<file path="src/rtl/adda_pkg.sv">
// Shared types and constants for the DDS control path: FSM states, ASCII codes
// and a helper that counts significant decimal digits in a packed BCD word.
package adda_pkg;

  typedef enum logic [2:0] {
    IDLE,
    CONV,
    SEND,
    CR,
    LF
  } state_e;

  localparam logic [7:0] ASCII_0  = 8'h30;
  localparam logic [7:0] ASCII_CR = 8'h0D;
  localparam logic [7:0] ASCII_LF = 8'h0A;

  localparam int unsigned MAX_DIGITS = 20;

  // Number of digits up to and including the most significant nonzero one;
  // an all-zero word still counts as one digit so that "0" gets printed.
  function automatic int unsigned sig_digits(input logic [4*MAX_DIGITS-1:0] bcd);
    int unsigned n;
    n = 1;
    for (int unsigned i = 0; i < MAX_DIGITS; i++) begin
      if (bcd[4*i +: 4] != 4'd0) n = i + 1;
    end
    return n;
  endfunction

endpackage

</file>
<file path="src/rtl/freq_report_tx_bin2bcd.sv">
// Iterative double-dabble converter: load latches a binary word, then each
// step consumes one bit MSB first; ready rises after WIDTH steps.
module bin2bcd #(
  parameter int unsigned WIDTH  = 32,
  parameter int unsigned DIGITS = 10
) (
  input  logic                  clk,
  input  logic                  rst_n,
  input  logic                  load,
  input  logic                  step,
  input  logic [WIDTH-1:0]      bin_in,
  output logic [4*DIGITS-1:0]   bcd_out,
  output logic                  ready
);

  localparam int unsigned CNT_W = $clog2(WIDTH + 1);

  logic [WIDTH-1:0]    bin_q, bin_d;
  logic [4*DIGITS-1:0] bcd_q, bcd_d;
  logic [4*DIGITS-1:0] adj;
  logic [CNT_W-1:0]    cnt_q, cnt_d;
  logic                ready_q, ready_d;

  always_comb begin
    bin_d   = bin_q;
    bcd_d   = bcd_q;
    cnt_d   = cnt_q;
    ready_d = ready_q;
    adj     = '0;
    for (int unsigned i = 0; i < DIGITS; i++) begin
      adj[4*i +: 4] = (bcd_q[4*i +: 4] >= 4'd5) ? bcd_q[4*i +: 4] + 4'd3 : bcd_q[4*i +: 4];
    end
    if (load) begin
      bin_d   = bin_in;
      bcd_d   = '0;
      cnt_d   = '0;
      ready_d = 1'b0;
    end else if (step && !ready_q) begin
      bin_d = bin_q << 1;
      bcd_d = {adj[4*DIGITS-2:0], bin_q[WIDTH-1]};
      cnt_d = cnt_q + 1'b1;
      if (cnt_q == CNT_W'(WIDTH - 1)) ready_d = 1'b1;
    end
  end

  always_ff @(posedge clk or negedge rst_n) begin
    if (!rst_n) begin
      bin_q   <= '0;
      bcd_q   <= '0;
      cnt_q   <= '0;
      ready_q <= 1'b0;
    end else begin
      bin_q   <= bin_d;
      bcd_q   <= bcd_d;
      cnt_q   <= cnt_d;
      ready_q <= ready_d;
    end
  end

  assign bcd_out = bcd_q;
  assign ready   = ready_q;

endmodule

</file>
<file path="src/rtl/freq_report_tx.sv">
// Reports a binary frequency word as ASCII decimal (leading zeros suppressed,
// optional CR LF) over a valid/ready byte interface to the UART transmitter.
module freq_report_tx
  import adda_pkg::*;
#(
  parameter int unsigned WIDTH     = 32,
  parameter int unsigned DIGITS    = 10,
  parameter bit          SEND_CRLF = 1'b1
) (
  input  logic             clk,
  input  logic             rst_n,
  input  logic             start,
  input  logic [WIDTH-1:0] value,
  output logic [7:0]       tx_data,
  output logic             tx_valid,
  input  logic             tx_ready,
  output logic             busy,
  output logic             done
);

  localparam int unsigned PTR_W = (DIGITS > 1) ? $clog2(DIGITS) : 1;

  state_e              state_q, state_d;
  logic [7:0]          tx_data_q, tx_data_d;
  logic                tx_valid_q, tx_valid_d;
  logic                busy_q, busy_d;
  logic                done_q, done_d;
  logic [PTR_W-1:0]    ptr_q, ptr_d;

  logic                conv_load;
  logic                conv_step;
  logic                conv_ready;
  logic [4*DIGITS-1:0] bcd;
  logic [4*MAX_DIGITS-1:0] bcd_ext;
  logic [PTR_W-1:0]    sel_ptr;
  logic [3:0]          sel_digit;

  bin2bcd #(
    .WIDTH  (WIDTH),
    .DIGITS (DIGITS)
  ) u_bin2bcd (
    .clk     (clk),
    .rst_n   (rst_n),
    .load    (conv_load),
    .step    (conv_step),
    .bin_in  (value),
    .bcd_out (bcd),
    .ready   (conv_ready)
  );

  assign conv_load = (state_q == IDLE) && start;
  assign conv_step = (state_q == CONV);
  assign bcd_ext   = (4*MAX_DIGITS)'(bcd);

  // Digit to present next: the leading digit on CONV exit, else the one below the current.
  assign sel_ptr   = (state_q == CONV) ? PTR_W'(sig_digits(bcd_ext) - 1) : ptr_q - 1'b1;
  assign sel_digit = bcd[{sel_ptr, 2'b00} +: 4];

  always_comb begin
    state_d    = state_q;
    tx_data_d  = tx_data_q;
    tx_valid_d = tx_valid_q;
    busy_d     = busy_q;
    done_d     = 1'b0;
    ptr_d      = ptr_q;
    unique case (state_q)
      IDLE: begin
        if (start) begin
          busy_d  = 1'b1;
          state_d = CONV;
        end
      end
      CONV: begin
        if (conv_ready) begin
          ptr_d      = sel_ptr;
          tx_data_d  = ASCII_0 + {4'd0, sel_digit};
          tx_valid_d = 1'b1;
          state_d    = SEND;
        end
      end
      SEND: begin
        if (tx_ready) begin
          if (ptr_q != '0) begin
            ptr_d     = sel_ptr;
            tx_data_d = ASCII_0 + {4'd0, sel_digit};
          end else if (SEND_CRLF) begin
            tx_data_d = ASCII_CR;
            state_d   = CR;
          end else begin
            tx_data_d  = '0;
            tx_valid_d = 1'b0;
            busy_d     = 1'b0;
            done_d     = 1'b1;
            state_d    = IDLE;
          end
        end
      end
      CR: begin
        if (tx_ready) begin
          tx_data_d = ASCII_LF;
          state_d   = LF;
        end
      end
      LF: begin
        if (tx_ready) begin
          tx_data_d  = '0;
          tx_valid_d = 1'b0;
          busy_d     = 1'b0;
          done_d     = 1'b1;
          state_d    = IDLE;
        end
      end
      default: state_d = IDLE;
    endcase
  end

  always_ff @(posedge clk or negedge rst_n) begin
    if (!rst_n) begin
      state_q    <= IDLE;
      tx_data_q  <= '0;
      tx_valid_q <= 1'b0;
      busy_q     <= 1'b0;
      done_q     <= 1'b0;
      ptr_q      <= '0;
    end else begin
      state_q    <= state_d;
      tx_data_q  <= tx_data_d;
      tx_valid_q <= tx_valid_d;
      busy_q     <= busy_d;
      done_q     <= done_d;
      ptr_q      <= ptr_d;
    end
  end

  assign tx_data  = tx_data_q;
  assign tx_valid = tx_valid_q;
  assign busy     = busy_q;
  assign done     = done_q;

endmodule

</file>
<file path="config.mk">
export PLATFORM = sky130hd
export DESIGN_NAME = freq_report_tx
export DESIGN_NICKNAME = d
export VERILOG_FILES = /design/src/rtl/adda_pkg.sv /design/src/rtl/freq_report_tx_bin2bcd.sv /design/src/rtl/freq_report_tx.sv
export SDC_FILE = /design/constraint.sdc
export NUM_CORES = 1
export LEC_CHECK = 0
export ABC_CLOCK_PERIOD_IN_PS = 7900
export CELL_PAD_IN_SITES_DETAIL_PLACEMENT = 0
export CELL_PAD_IN_SITES_GLOBAL_PLACEMENT = 1
export CORE_UTILIZATION = 40
export CTS_BUF_LIST = sky130_fd_sc_hd__clkbuf_8
export CTS_CLUSTER_SIZE = 16
export DETAILED_ROUTE_END_ITERATION = 8
export PLACE_DENSITY = 0.77
export SLEW_MARGIN = 20
export SYNTH_ARGS = -nofsm -noshare
export SYNTH_HDL_FRONTEND = slang
export SYNTH_SLANG_ARGS = --single-unit
</file>
<file path="constraint.sdc">
create_clock -name clk -period 7.9 [get_ports clk]
set_input_delay 1.58 -clock clk [delete_from_list [all_inputs] [get_ports clk]]
set_output_delay 1.58 -clock clk [all_outputs]
set_load 0.01 [all_outputs]
</file>
After elaboration in Yosys (flattened, before gate mapping)
Index checks and enable logic that the tools add are counted.

cells by class
  reductions and logical operators = 26
  magnitude comparators = 10
  equality and inequality tests = 12
  multiplexer cells = 53
  $add $sub $neg = 14
  shift-type cells = 1

operators with widths
  operator                                                           number
  2-to-1 mux 4 bit                                                   20
  2-to-1 mux 40 bit                                                  2
  2-to-1 mux 32 bit                                                  2
  nonzero test 4 bit                                                 11
  greater-or-equal comparator 4 x 3 -> 1 bit, second input constant  10
  indexed part select 40 x 7 -> 4 bit                                1
  adder 4 x 2 -> 4 bit, second input constant                        9
  2-to-1 mux 8 bit                                                   4
  case mux 8 bit (4 select lines)                                    1
  2-to-1 mux 3 bit                                                   7
  case mux 3 bit (5 select lines)                                    1
  inequality test 2 bit, second input constant                       7
  2-to-1 mux 6 bit                                                   2
  nonzero test 2 bit                                                 5
  2-to-1 mux 1 bit                                                   8
  case mux 4 bit (2 select lines)                                    1
  subtractor 4 x 1 -> 4 bit, second input constant                   2
  adder 6 x 4 -> 7 bit, first input constant                         1
  2-to-1 mux 7 bit                                                   1
  adder 6 x 1 -> 6 bit, second input constant                        1
  == test 3 x 2 -> 1 bit, second input constant                      2
  == test 6 x 5 -> 1 bit, second input constant                      1
  AND reduction 3 bit                                                2
  AND reduction 6 bit                                                1
  other kinds (11)                                                   14

word-level totals
  register bits = 97
  output and inout port bits = 11

Depth between registers and ports, before layout
  depth after elaboration = 17
  depth in mapped cells = 14
  gate-level depth less buffers = 13

Modules after synthesis
From an unflattened synthesis, not the netlist that was laid out.

second synthesis, totals
  cells, all modules = 642
  area, all modules = 5899.4 µm²

modules (own cells, without submodules)
  module          cells an instance  sequential area each (µm²)  area each (µm²)  times used
  bin2bcd         479                1976.9                      4485.6           1
  freq_report_tx  163                375.4                       1413.9           1

Worst setup path before layout
OpenSTA, ideal clock, no wires.

  path type = register to register
  from = reg u_bin2bcd.bcd_q[20] (netlist: u_bin2bcd.bcd_out[20])
  to = reg tx_data_q[0] (netlist: tx_data[0])
  path slack = 4.615 ns
  arrival time = 3.203 ns
  period minus slack after synthesis = 3.285 ns
  setup time = 0.082 ns
  stages on the path, launching flop included = 15
  buffers on the path = 1
  cell sequence = dfrtp_1 -> inv_1 -> ha_1 -> or3b_1 -> o211ai_1 -> a31oi_4 -> o21ai_4 -> clkbuf_8 -> inv_1 -> ha_1 -> inv_1 -> mux4_2 -> mux2i_1 -> nand2_1 -> a31oi_1

on the way
  longest elaborated chain between the ends = 13

ends and longest elaborated chain
  item                                     line                                        RTL
  from (decl)                              freq_report_tx_bin2bcd.sv:19                logic [4*DIGITS-1:0] bcd_q, bcd_d;
  from (signal assigned)                   freq_report_tx_bin2bcd.sv:49                bcd_q <= '0;
  from (signal assigned)                   freq_report_tx_bin2bcd.sv:54                bcd_q <= bcd_d;
  nonzero test 4 bit                       adda_pkg.sv:25                              if (bcd[4*i +: 4] != 4'd0) n = i + 1;
  2-to-1 mux 4 bit (5 in a row)            adda_pkg.sv:25
  subtractor 4 x 1 -> 4 bit                freq_report_tx.sv:56                        assign sel_ptr = (state_q == CONV) ? PTR_W'(sig_digits(bcd_ext) - 1) : ptr_q - 1'b1;
  2-to-1 mux 4 bit                         freq_report_tx.sv:56
  indexed part select 40 x 7 -> 4 bit (*)  freq_report_tx.sv:57                        assign sel_digit = bcd[{sel_ptr, 2'b00} +: 4];
  adder 6 x 4 -> 7 bit (*)                 freq_report_tx.sv:76, freq_report_tx.sv:85
  2-to-1 mux 7 bit                         freq_report_tx.sv:83                        if (ptr_q != '0) begin
  2-to-1 mux 8 bit                         freq_report_tx.sv:82                        if (tx_ready) begin
  case mux 8 bit (4 select lines) (*)      freq_report_tx.sv:66                        unique case (state_q)
  to (signal assigned)                     freq_report_tx.sv:127                       tx_data_q <= tx_data_d;
  to (decl)                                freq_report_tx.sv:24                        logic [7:0] tx_data_q, tx_data_d;

Mark *: on every way between the ends. The rest lies on a longest branch, timed or not. The select of a mux whose other input is x is not followed.
A chain may end at the register's enable or synchronous reset.

Final worst setup path
Ends and elaborated chain as after synthesis.

==> results.md <==
- The mean instance size in the synthesized netlist is 9.233 µm².
- The pin slew with the least headroom to its limit is 904.6 ps.
- The count of nets left with antenna violations once routing finished came out at 0.
- The compound-cell area share of the yosys netlist is 0.2019.
- The maximum fanout count along the critical path is 15.
- The number of antenna violations at the first check in global routing is 0.
- For this configuration, the core starts out at a cell density of 0.4123.
- After detailed routing, the number of vias per cell comes to 5.519.
- VDD sags by at most 0.1498 mV.
- The count of buffers added by post-CTS timing repair for setup is 0.
- The number of cells in the finished layout apart from fillers is 804.
- The share of the clock period used by the worst path after layout is 0.5096.
- Detailed routing placed a total of 5731 µm of wire on met2.
- The number of buffers inserted for hold repair after clock tree synthesis is 0.
- The layout overhead on the synthesized area is 13.87%.
- The buffer type at the clock tree root is sky130_fd_sc_hd__clkbuf_8.
- The H-tree was split into 3 levels.
- The dominant combinational cell family by area after synthesis is compound AO/OA/AOI/OAI gates.
- The clock latency at the later pin of the worst-skew pair is 380 ps.
- At the end of the flow the core is filled with cells to 0.4694.
- In the final layout, the multi-input gates occupy 2919 µm².
- The type of destination of the critical path is a flop.
- The number of buffers inserted by port buffering is 44.
- The number of synthesized flops with an enable pin is 0.
- The dominant synthesized flop cell is sky130_fd_sc_hd__dfrtp_1.
- Synthesis handed over a netlist of 596 instances.
- The number of fillers in the final layout is 1,322.
- The number of DRC violations after detailed-routing iteration 0 is 248.
- Wires add up to 12,240 µm.
- Summing all placed instances gives a cell area of 6063 µm².
- The final RePlAce weighted congestion is 0.7994.
- The critical path in this run is classified as flop to flop.
- The final worst clock skew is 12.64 ps.
- The simple-gate share of the synthesized area is 0.1994.
- The synthesized netlist occupies a cell area of 5503 µm².
- In the final layout, the share of cells above drive strength 1 is 0.08439.
- The worst setup path is launched from a flop.
- Entering global routing, the biggest net connects 74 pins.
- 47 I/O pins were placed.
- Setup violations remaining at the end of the flow were counted as 0.
- The run finished with clean final reports.
- In the detailed route, the total length drawn on met3 is 447 µm.
- For the worst setup path, the data required time is 8210 ps.
- The total area of sequential cells is 2352 µm².
- The final number of max-transition violations is 0.
- The tool flagged a number of max-cap violations equal to 0.
- The top achievable clock speed is 248.4 MHz.
- The biggest area consumer among synthesized cells is sky130_fd_sc_hd__dfrtp_1.
- After routing the design area is 6266 µm².
- The via count of the first global-routing pass is 4,170.
- The library cell used most frequently in the layout, excluding fill and tap cells, is sky130_fd_sc_hd__dfrtp_1.
- The reported leakage power is 2.667 nW.
- Setup repair after global routing left no endpoint under its margin.
- Dividing total power by cell area gives a power density of 319.6 nW/µm².
- The worst slack at placement is 3726 ps.
- The overall via count from detail_route is 4,437.
- After detailed routing, the average wire length per cell comes to 15.22 µm.
- The die boundary width is 119.3 µm.
- The register area share after synthesis is 0.4275.
- The worst hold path was traced through 2 stages.
- The final layout net count is 682.
- For this run, the total global-route usage over all layers was measured as 0.1845.
- TritonCTS built the clock tree.
- Setup slack closes at 3874 ps.
- The clock-pin slew of the registers on the worst-case setup and hold paths is 90 ps.
- The xor/xnor cell area share of the yosys netlist is 0.03183.
- In the layout the commonest cells are sky130_fd_sc_hd__dfrtp_1, sky130_fd_sc_hd__nand2_1, sky130_fd_sc_hd__clkdlybuf4s50_1, sky130_fd_sc_hd__a21oi_1.
- For this design, the sink count on the clock tree is 94.
- Counting I/O delays and the setup requirement, the final critical path takes 4026 ps.
- The core region area is 13,350 µm².
- The detailed router put a total of 5860 µm of wire on met1.
- The DRC violations left is 0.
- The worst register-to-register path has a depth of 13.
- For this run, the detailed router's first-pass iteration total came to 4.
- The share of synthesized area in the top cell type comes to 0.4275.
- For this run, asynchronously set or reset flops after synthesis account for 1.000.
- Detailed placement finished with a half-perimeter wire length of 8343 µm.
- In this run, synthesis produced a sequential element count of 94.
- The die covers 14,230 µm².
- Of the total synthesized cell area, the portion taken by full adders, half adders and majority gates is 0.05002.
- For the worst setup path, the data arrival time is 4330 ps.
- The first global-routing pass estimated 20,760 µm of wire.
- The post-cts repair resize count is 0.
- The summed negative setup slack over all endpoints is 0 ps.
- The worst min-delay path category is flop to flop.
- The number of distinct library cells after synthesis is 69.
- The cell count after placement is 789.
- Measured against its own limit, the worst slew margin works out to 0.3969.
- After synthesis, the cell types taking the most area are sky130_fd_sc_hd__dfrtp_1, sky130_fd_sc_hd__nand2_1, sky130_fd_sc_hd__ha_1, sky130_fd_sc_hd__a22oi_1, sky130_fd_sc_hd__a21oi_1.
- The number of antenna diodes in the final layout is 0.
- The multiplexer fraction of the synthesized cell area is 0.04161.
- The highest metal layer carrying signal wires in the routed design is met4.
- From bottom edge to top edge, the die measures 119.3 µm.
- The maximum clock path buffer count is 2.
- The number of buffers inserted during clock tree synthesis is 9.
- The number of hold violations in the final report was 0.
- For this run the aggregate overflow at the end of global routing stands at 0.
- The floorplan has 42 rows.
- The warning count from the yosys run is 0.
## report_power, final
group          total, mW  leakage [nW]  switching (mW)  internal [mW]
clock              0.327        0.0983           0.174          0.154
sequential         0.686          1.23          0.0876          0.599
combinational      0.989          1.34           0.611          0.378
## state kept, by name (all words and copies together) (netlist names)
name and flops:
ptr_q 4, tx_valid 1, u_bin2bcd.bcd_out 40, u_bin2bcd.cnt_q 6
busy 1, state_q 3, done 1, tx_data 5
u_bin2bcd.bin_q 32, u_bin2bcd.ready 1
## layer usage
metal | up-vias | GRT usage
met4 | 0 | 0.07344
met1 | 2169 | 0.2444
met5 | - | 0
met3 | 14 | 0.03209
li1 | 2185 | -
met2 | 69 | 0.2994
## Yosys cell counts, types with 4 or more instances
master	instances
sky130_fd_sc_hd__dfrtp_1	94
sky130_fd_sc_hd__nand2_1	84
sky130_fd_sc_hd__a21oi_1	40
sky130_fd_sc_hd__nor2_1	40
sky130_fd_sc_hd__o21ai_0	38
sky130_fd_sc_hd__nand3_1	32
sky130_fd_sc_hd__a22oi_1	30
sky130_fd_sc_hd__inv_1	27
sky130_fd_sc_hd__clkbuf_1	22
sky130_fd_sc_hd__ha_1	22
sky130_fd_sc_hd__o31ai_1	16
sky130_fd_sc_hd__nor3b_1	13
sky130_fd_sc_hd__xnor2_1	12
sky130_fd_sc_hd__a32o_1	10
sky130_fd_sc_hd__nor3_1	10
sky130_fd_sc_hd__mux2i_1	9
sky130_fd_sc_hd__nor2b_1	8
sky130_fd_sc_hd__a31oi_1	7
sky130_fd_sc_hd__nand2b_1	6
sky130_fd_sc_hd__buf_1	4
sky130_fd_sc_hd__mux2_2	4
sky130_fd_sc_hd__o211ai_1	4
## worst max-delay path, stage by stage (launching register included)
cell                       delay [ps]
sky130_fd_sc_hd__dfrtp_1          420
sky130_fd_sc_hd__inv_1            130
sky130_fd_sc_hd__ha_1             230
sky130_fd_sc_hd__or3b_1           370
sky130_fd_sc_hd__o211ai_1         270
sky130_fd_sc_hd__a31oi_4          110
sky130_fd_sc_hd__o21ai_4          530
sky130_fd_sc_hd__inv_1            140
sky130_fd_sc_hd__ha_1             620
sky130_fd_sc_hd__inv_1            230
sky130_fd_sc_hd__mux4_2           480
sky130_fd_sc_hd__mux2i_1          150
sky130_fd_sc_hd__nand2_1           80
sky130_fd_sc_hd__a31oi_1          180
## area by class of cell
type,count,area share
tap,176,0.03514
multi-input combinational,443,0.4659
sequential,94,0.3754
clock inverter,5,0.009585
inverter,27,0.01617
timing repair buffer,49,0.07588
clock buffer,10,0.02196
## through the flow
step / power (mW) / hold slack, ps
CTS: 2.023 / 485.0
global route: 2.164 / 512.3
floorplan: 1.479 / 445.8
finish: 2.003 / 481.0
detailed placement: 1.687 / 462.2
global placement: 1.667 / 459.3
## final timing paths
check                                           start             endpoint  slack [ps]
worst min-delay path              u_bin2bcd.bin_q[23]  u_bin2bcd.bin_q[23]         480
worst max register to register  u_bin2bcd.bcd_out[20]           tx_data[0]        3870
worst max-delay path            u_bin2bcd.bcd_out[20]           tx_data[0]        3870
min in group asynchronous                       rst_n   u_bin2bcd.bin_q[6]        1080
worst min register to register    u_bin2bcd.bin_q[23]  u_bin2bcd.bin_q[23]         480
max in group asynchronous                       rst_n             ptr_q[1]        5610
## logic make-up (layout without fill, tap and decap cells)
group | after synthesis | after routing
buffers and inverters | 60 | 91
other | 1 | 2
DFF | 94 | 94
muxes | 17 | 17
AOI/OAI and AO/OA | 165 | 165
xor gates and xnor gates | 17 | 17
adders and majority gates | 22 | 22
and+or+nand+nor | 220 | 220
(Power assumes the default switching activity.)
